**src/rtl/mem_stage_ctrl.sv**
```systemverilog
// MEM-stage sequencer: performs loads/stores as byte transactions on an 8-bit req/ack port.
// Optional misaligned-word trap enabled by defining MEM_MISALIGN_TRAP_EN.
module mem_stage_ctrl #(
  parameter int ADDR_W = 32
) (
  input  logic              clk,
  input  logic              rst,
  input  logic              is_mem_inst,
  input  logic              mem_write_en,
  input  logic              is_word,
  input  logic [ADDR_W-1:0] alu_result,
  input  logic [3:0][7:0]   read_data_2,
  output logic              stall,
  output logic [31:0]       load_data,
  output logic              load_valid,
  output logic              misalign_err,
  output logic              mem_req,
  output logic              mem_we,
  output logic [ADDR_W-1:0] mem_addr,
  output logic [7:0]        mem_wdata,
  input  logic [7:0]        mem_rdata,
  input  logic              mem_ack
);

  typedef enum logic [1:0] {IDLE, REQ, DONE} state_t;

  state_t            state;
  logic [ADDR_W-1:0] base_addr;
  logic [3:0][7:0]   wbuf;
  logic [3:0][7:0]   lbuf;
  logic [1:0]        cnt;
  logic              wr_q;
  logic              word_q;
  logic              mis_q;
  logic              last;
  logic              misaligned;

`ifdef MEM_MISALIGN_TRAP_EN
  assign misaligned = is_word & (alu_result[1:0] != 2'b00);
`else
  assign misaligned = 1'b0;
`endif

  assign last = word_q ? (cnt == 2'd3) : (cnt == 2'd0);

  always_ff @(posedge clk or posedge rst) begin
    if (rst) begin
      state     <= IDLE;
      base_addr <= '0;
      wbuf      <= '0;
      lbuf      <= '0;
      cnt       <= '0;
      wr_q      <= 1'b0;
      word_q    <= 1'b0;
      mis_q     <= 1'b0;
      load_data <= '0;
    end else begin
      case (state)
        IDLE: begin
          if (is_mem_inst) begin
            base_addr <= alu_result;
            wbuf      <= read_data_2;
            wr_q      <= mem_write_en;
            word_q    <= is_word;
            cnt       <= '0;
            lbuf      <= '0;
            mis_q     <= misaligned;
            state     <= misaligned ? DONE : REQ;
          end
        end
        REQ: begin
          if (mem_ack) begin
            if (!wr_q) lbuf[cnt] <= mem_rdata;
            if (last) begin
              state <= DONE;
              // Final byte bypasses lbuf so load_data is ready in DONE.
              if (!wr_q)
                load_data <= word_q ? {mem_rdata, lbuf[2], lbuf[1], lbuf[0]}
                                    : {24'd0, mem_rdata};
            end else begin
              cnt <= cnt + 2'd1;
            end
          end
        end
        DONE:    state <= IDLE;
        default: state <= IDLE;
      endcase
    end
  end

  assign mem_req    = (state == REQ);
  assign mem_we     = wr_q & mem_req;
  assign mem_addr   = base_addr + ADDR_W'(cnt);
  assign mem_wdata  = wbuf[cnt];
  assign load_valid = (state == DONE) & ~wr_q & ~mis_q;
  // Reset must release the pipeline immediately, independent of is_mem_inst.
  assign stall      = is_mem_inst & (state != DONE) & ~rst;

`ifdef MEM_MISALIGN_TRAP_EN
  assign misalign_err = (state == DONE) & mis_q;
`else
  assign misalign_err = 1'b0;
`endif

endmodule
```
**config.mk**
```make
export PLATFORM = sky130hd
export DESIGN_NAME = mem_stage_ctrl
export DESIGN_NICKNAME = d
export VERILOG_FILES = /design/src/rtl/mem_stage_ctrl.sv
export SDC_FILE = /design/constraint.sdc
export NUM_CORES = 1
export LEC_CHECK = 0
export BUFFER_PORTS_ARGS = -buffer_cell sky130_fd_sc_hd__buf_2
export CAP_MARGIN = 20
export CORE_MARGIN = 5
export CORE_UTILIZATION = 53
export DETAILED_ROUTE_END_ITERATION = 7
export PLACE_DENSITY = 0.91
export SKIP_LAST_GASP = 1
export SYNTH_ARGS = -nofsm -noshare
export SYNTH_HDL_FRONTEND = slang
export SYNTH_SLANG_ARGS = --single-unit
export TNS_END_PERCENT = 20
```
**constraint.sdc**
```tcl
create_clock -name clk -period 4.6 [get_ports clk]
set_clock_uncertainty 0.1 [all_clocks]
set_input_delay 0.23 -clock clk [delete_from_list [all_inputs] [get_ports clk]]
set_output_delay 0.23 -clock clk [all_outputs]
set_load 0.02 [all_outputs]
```
==> results of run 1 <==
-- worst max-delay path, cell delays in order (launching register included) --
cell	delay, ns
dfrtp_1	0.71
inv_1	0.21
fa_1	0.48
nand3b_4	0.23
nor3_4	0.36
nand4_1	0.18
xnor2_1	0.24
buf_2	0.21
-- logic make-up after synthesis --
logic type,after synthesis,synth area share
AO/OA/AOI/OAI,45,0.05055
XOR/XNOR,30,0.04404
adder cells (fa/ha/maj),7,0.01594
buffers and inverters,39,0.03565
flip-flops,126,0.5285
multiplexers,82,0.1701
other,1,0.0006286
AND/OR/NAND/NOR,177,0.1546
-- per-stage QoR --
step             util  hold WS [ns]  instances
2_1_floorplan       -        0.2468        507
3_3_place_gp   0.6200        0.3358        777
3_5_place_dp   0.6200        0.3510        777
4_1_cts        0.7351       0.01250        874
5_1_grt        0.7415       0.03560        879
6_report       0.7418       0.02554        880
-- flip-flops by register name, indices dropped and copies added (netlist names) --
name,cells
wbuf,32
wr_q,1
load_data,32
word_q,1
cnt,2
lbuf,24
state,2
base_addr,32
-- layout make-up --
type                       instances  area, µm²  area share
sequential                       126       3153      0.3887
multi-input combinational        342       2605      0.3211
timing repair buffer             227       1529      0.1885
clock buffer                      21      460.4     0.05676
tap                              140      175.2     0.02159
clock inverter                    10      137.6     0.01697
inverter                          11      43.79    0.005399
antenna                            3      7.507   0.0009255
-- Yosys cell counts (3+ instances only) --
library cell  instances
dfrtp_1             126
nand2_1              92
mux2_2               59
nand3_1              34
xnor2_1              26
o21ai_0              21
buf_2                17
a22o_1               16
inv_1                11
mux2i_1              11
nand4_1              10
mux4_2                8
ha_1                  6
and2_1                5
buf_6                 5
nor2_1                5
a21o_1                4
mux2_4                4
nand4b_1              4
xor2_1                4
nor2b_1               3
nor3_1                3
nor3_4                3
-- layer usage --
metal,routed length [µm],vias up,GRT usage
met2,8797,248,0.4519
met5,0,-,0
met1,6422,2410,0.3036
met4,704,0,0.1361
li1,-,2199,-
met3,1353,69,0.07513
-- worst max-delay path by stage --
stage	end	slack [ns]	start
2_1_floorplan	base_addr[0]	0.91	rst
3_3_place_gp	mem_addr[22]	1.89	cnt[1]
3_5_place_dp	mem_addr[18]	1.77	cnt[1]
4_1_cts	mem_addr[18]	1.32	cnt[1]
5_1_grt	mem_addr[28]	1.04	cnt[1]
6_report	mem_addr[28]	1.24	cnt[1]
-- placed cells by master, fill, tap and decap left out, drive strengths merged, types with 5 or more instances in the layout --
master / netlist / layout
buf: 26 / 160
dfrtp: 126 / 126
nand2: 93 / 93
dlygate4sd3: 0 / 67
mux2: 63 / 63
nand3: 35 / 35
xnor2: 26 / 26
o21ai: 21 / 21
clkbuf: 2 / 21
a22o: 16 / 16
inv: 11 / 12
mux2i: 11 / 11
nand4: 11 / 11
mux4: 8 / 8
nor3: 7 / 7
ha: 6 / 6
nor2: 6 / 6
and2: 5 / 5
-- power by group --
part,switching (µW),internal [µW]
Combinational,1260,1010
Clock,506,878
Sequential,463,1580
==> metrics, run 1 <==
proportion of synthesized flip-flops having asynchronous set or reset=1.000; Final Instance Area=8112 µm²; GPL Wtd Cong=0.8518; # hold bufs at CTS=66; proportion of synthesized chip area in sequential cells=0.5285; synthesized area per cell=11.77 µm²; global-route congestion overflow total=0; Placement Cell Area=6780 µm²; category of the worst setup path capture point=output port; PnR worst setup slack=1.244 ns; post-synthesis instance area=5966 µm²; Die Wd=116.1 µm; pin count of the biggest net entering global routing=84; VDD IR max=470.2 µV; Max Clk Rate=0.2980 GHz; clk sink count=126; max-cap viol count=0; hold crit path type=primary input to flop; wire length of the first global-routing pass=27210 µm; CTS-repair resized insts=0; ratio of final minimum period to clock period=0.7296; Buffers on Ports=153; Tightest Pin Transition=0.7364 ns; number of distinct library cells after synthesis=48; hold path start=mem_rdata[3]; crit start category=flop; total die area=13480 µm²; Min-Delay Path Depth=3; Post-synth top flop=dfrtp_1; Die Height=116.1 µm; run status=complete, no violations; H-tree levels=4; Synthesis Warnings=0; post-synth net total=592; Routed WL per cell=19.63 µm; EDFF count, synth=0; later-pin clock latency in the skew report=0.41 ns; via count of the first global-routing pass=5329; maximum buffer depth of the clock tree=2; clk slew on worst S/H paths=0.06 ns; Hold Crit Endpoint=load_data[27]; final-report max-slew violation count=0; post-CTS setup repair buffer count=0; Hold Vio Cnt, Final=0; wirelength, routed=17280 µm; Floorplan Core Area=10940 µm²; Reg2Reg Launch Point=state[0]; number of core rows=38; Synth-to-Final Area Change=35.97%; Static Leak=0.003919 µW; TritonCTS clock tree=yes; r2r endpoint=wbuf[22]; starting density of the core=0.5455; boundary pin count=155; share of cells above drive strength 1=0.3691; number of CTS-inserted buffers=17; Yosys top cell area share=0.5285; Syn Inst Count=507; synthesized flop and latch total=126; Remaining DRCs=0; total power=5700 µW; vias post-DR=4926; internal reg-to-reg setup slack=2.07 ns; total negative slack for setup checks=0 ns; Post-layout nets=810; final critical path time including I/O delays and setup=3.356 ns; number of DRC violations after detailed-routing iteration 0=408; drt via density=5.598; total of fill cells in the finished design=691; WP data arrival=3.03 ns; Worst Path Max Fanout=14; initial antenna violation count=2; clk root buf=clkbuf_16; library cell occupying the most area in the post-synthesis netlist=dfrtp_1; DR pass1 iterations=5; class of the most critical setup path=flop to output port; all-layer global routing usage=0.2644; half-perimeter wire length after detailed placement=10480 µm; setup slack after placement=1.772 ns; leading post-synthesis cells by cell area=dfrtp_1 53%, mux2_2 11%, nand2_1 5.8%; required time reported for the critical path endpoint=4.27 ns; power per cell area=702.8 nW/µm²; number of routed nets with antenna violations=0; Max transition margin=0.5079; RSZ-0062 raised after global routing=false; number of cells traversed by the worst register-to-register path=4; Setup violations, final=0
Power figures use the tool's default switching activity.
==> run 2: changes to the inputs <==
--- a/config.mk
+++ b/config.mk
@@ -8,9 +8,9 @@
 export BUFFER_PORTS_ARGS = -buffer_cell sky130_fd_sc_hd__buf_2
 export CAP_MARGIN = 20
 export CORE_MARGIN = 5
-export CORE_UTILIZATION = 53
+export CORE_UTILIZATION = 48
 export DETAILED_ROUTE_END_ITERATION = 7
-export PLACE_DENSITY = 0.91
+export PLACE_DENSITY = 0.87
 export SKIP_LAST_GASP = 1
 export SYNTH_ARGS = -nofsm -noshare
 export SYNTH_HDL_FRONTEND = slang
==> constraint.sdc (replaced) <==
create_clock -name clk -period 2.7 [get_ports clk]
set_clock_uncertainty 0.1 [all_clocks]
set_input_delay 0.135 -clock clk [delete_from_list [all_inputs] [get_ports clk]]
set_output_delay 0.135 -clock clk [all_outputs]
set_load 0.02 [all_outputs]
==> run 2 against run 1 <==
Against the previous run: the flow now finishes with violations (setup timing); first-iteration DRC count is 13% lower; critical path depth increased by 2; worst hold slack improved by 0.032 ns; clock power rose by 64%; die area increased by 9.5%; critical path type unchanged; critical endpoint is now mem_addr[30]; largest power group unchanged; highest routed layer unchanged.
==> metrics, run 2 (synthesis results as in run 1) <==
Max Clk Rate=0.3686 GHz; TritonCTS clock tree=yes; final-report max-slew violation count=0; met3 global-route usage=0.08392; Buffers on Ports=153; half-perimeter wire length after detailed placement=11140 µm; number of core rows=40; starting density of the core=0.4926; number of CTS-inserted buffers=17; crit start category=flop; number of cells traversed by the worst register-to-register path=8; WP data arrival=2.48 ns; Floorplan Core Area=12110 µm²; violated checks=setup timing; global-route congestion overflow total=0; total power=9588 µW; VDD IR max=859.9 µV; GPL Wtd Cong=0.8507; class of the most critical setup path=flop to output port; layer with the highest usage after global routing=met2; Worst Path Max Fanout=7; met2 Usage GRT=0.4307; Max transition margin=0.5479; H-tree levels=4; number of diodes=0; number of DRC violations after detailed-routing iteration 0=356; most common cell after layout, fill and taps aside=buf_2; wirelength, routed=17220 µm; boundary pin count=155; run status=complete, but fails checks; drt via density=5.311; Static Leak=0.003985 µW; clk root buf=clkbuf_16; clk slew on worst S/H paths=0.06 ns; Setup violations, final=1; Tightest Pin Transition=0.6760 ns; pin count of the biggest net entering global routing=65; number of routed nets with antenna violations=0; final core utilization=0.6858; clk sink count=126; all-layer global routing usage=0.2449; initial antenna violation count=0; share of cells above drive strength 1=0.3804; later-pin clock latency in the skew report=0.42 ns; DR pass1 iterations=4; max-cap viol count=0; Hold Vio Cnt, Final=0; hold crit path type=primary input to flop; wire length of the first global-routing pass=27630 µm; required time reported for the critical path endpoint=2.47 ns; Die Height=121.5 µm; vias post-DR=4913; power per cell area=1154 nW/µm²; met1 routing resource usage after global routing=0.2718; PnR worst setup slack=-0.01262 ns; category of the worst setup path capture point=output port; Routed WL per cell=18.62 µm; maximum buffer depth of the clock tree=2; final critical path time including I/O delays and setup=2.713 ns; RSZ-0062 raised after global routing=true; via count of the first global-routing pass=5414; total die area=14760 µm²; ratio of final minimum period to clock period=1.005; WHS=0.05710 ns; total negative slack for setup checks=-0.01262 ns; Min-Delay Path Depth=3; Post-layout nets=829; Synth-to-Final Area Change=39.24%; Die Wd=121.5 µm; Remaining DRCs=0; most frequent cells in the layout=150 x buf_2, 126 x dfrtp_1, 92 x nand2_1, 76 x dlygate4sd3_1, 59 x mux2_2; biggest registers after layout=base_addr: 32 flops, load_data: 32 flops, wbuf: 32 flops
run 2: routing by layer:
layer / share of wire / wire (µm) / vias to the layer above
met1: 0.37 / 6437 / 2413
met3: 0.073 / 1260 / 52
met2: 0.53 / 9065 / 201
met5: 0 / 0 / -
li1: - / - / 2247
met4: 0.027 / 458 / 0
run 2: stage by stage:
stage / std cells / instance area, µm² / worst slack, ns
after global routing: 925 / 8307 / -0.1204
after global placement: 810 / 6879 / 0.3957
after detailed placement: 810 / 6879 / 0.2698
final: 925 / 8307 / -0.01262
after floorplan: 507 / 5969 / 0.2127
after CTS: 921 / 8272 / -0.03511
run 2: layout make-up:
| type | instances | area (µm²) |
|---|---|---|
| fill | 842 | 3805 |
| tap | 168 | 210.2 |
| timing repair buffer | 246 | 1699 |
| multi-input combinational | 342 | 2610 |
| clock buffer | 17 | 425.4 |
| inverter | 11 | 45.04 |
| sequential | 126 | 3153 |
| clock inverter | 15 | 163.9 |
run 2: power breakdown:
part	internal (µW)	total, µW	switching [µW]
logic	1750	3920	2170
clock network	1370	2270	900
registers	2690	3390	700
run 2: worst max-delay path, cell delays in order, from the launching register on:
cell and delay, ns:
dfrtp_1 0.37, ha_2 0.19, inv_2 0.04, fa_2 0.34, nand3b_4 0.22, nor3_4 0.20, buf_12 0.16, nand4_1 0.12
xnor2_1 0.24, buf_4 0.18
run 2: final timing paths:
path / end / from / slack (ns)
setup / recovery: mem_addr[30] / cnt[0] / -0.01
hold / removal: state[0] / mem_ack / 0.06
setup reg to reg: load_data[6] / cnt[0] / 0.44
hold reg to reg: load_data[8] / load_data[8] / 0.37
max in group asynchronous: wbuf[14] / rst / 1.72
min in group asynchronous: wr_q / rst / 0.12
run 2: timing repair:
action                                  CTS  global route
gates resized for setup                   3             3
gates cloned                              0             0
pin swaps                                 4             3
endpoints found under the setup margin   12            21
hold endpoints to repair                228             0
hold buffers                             76             0
setup buffers                             3             4
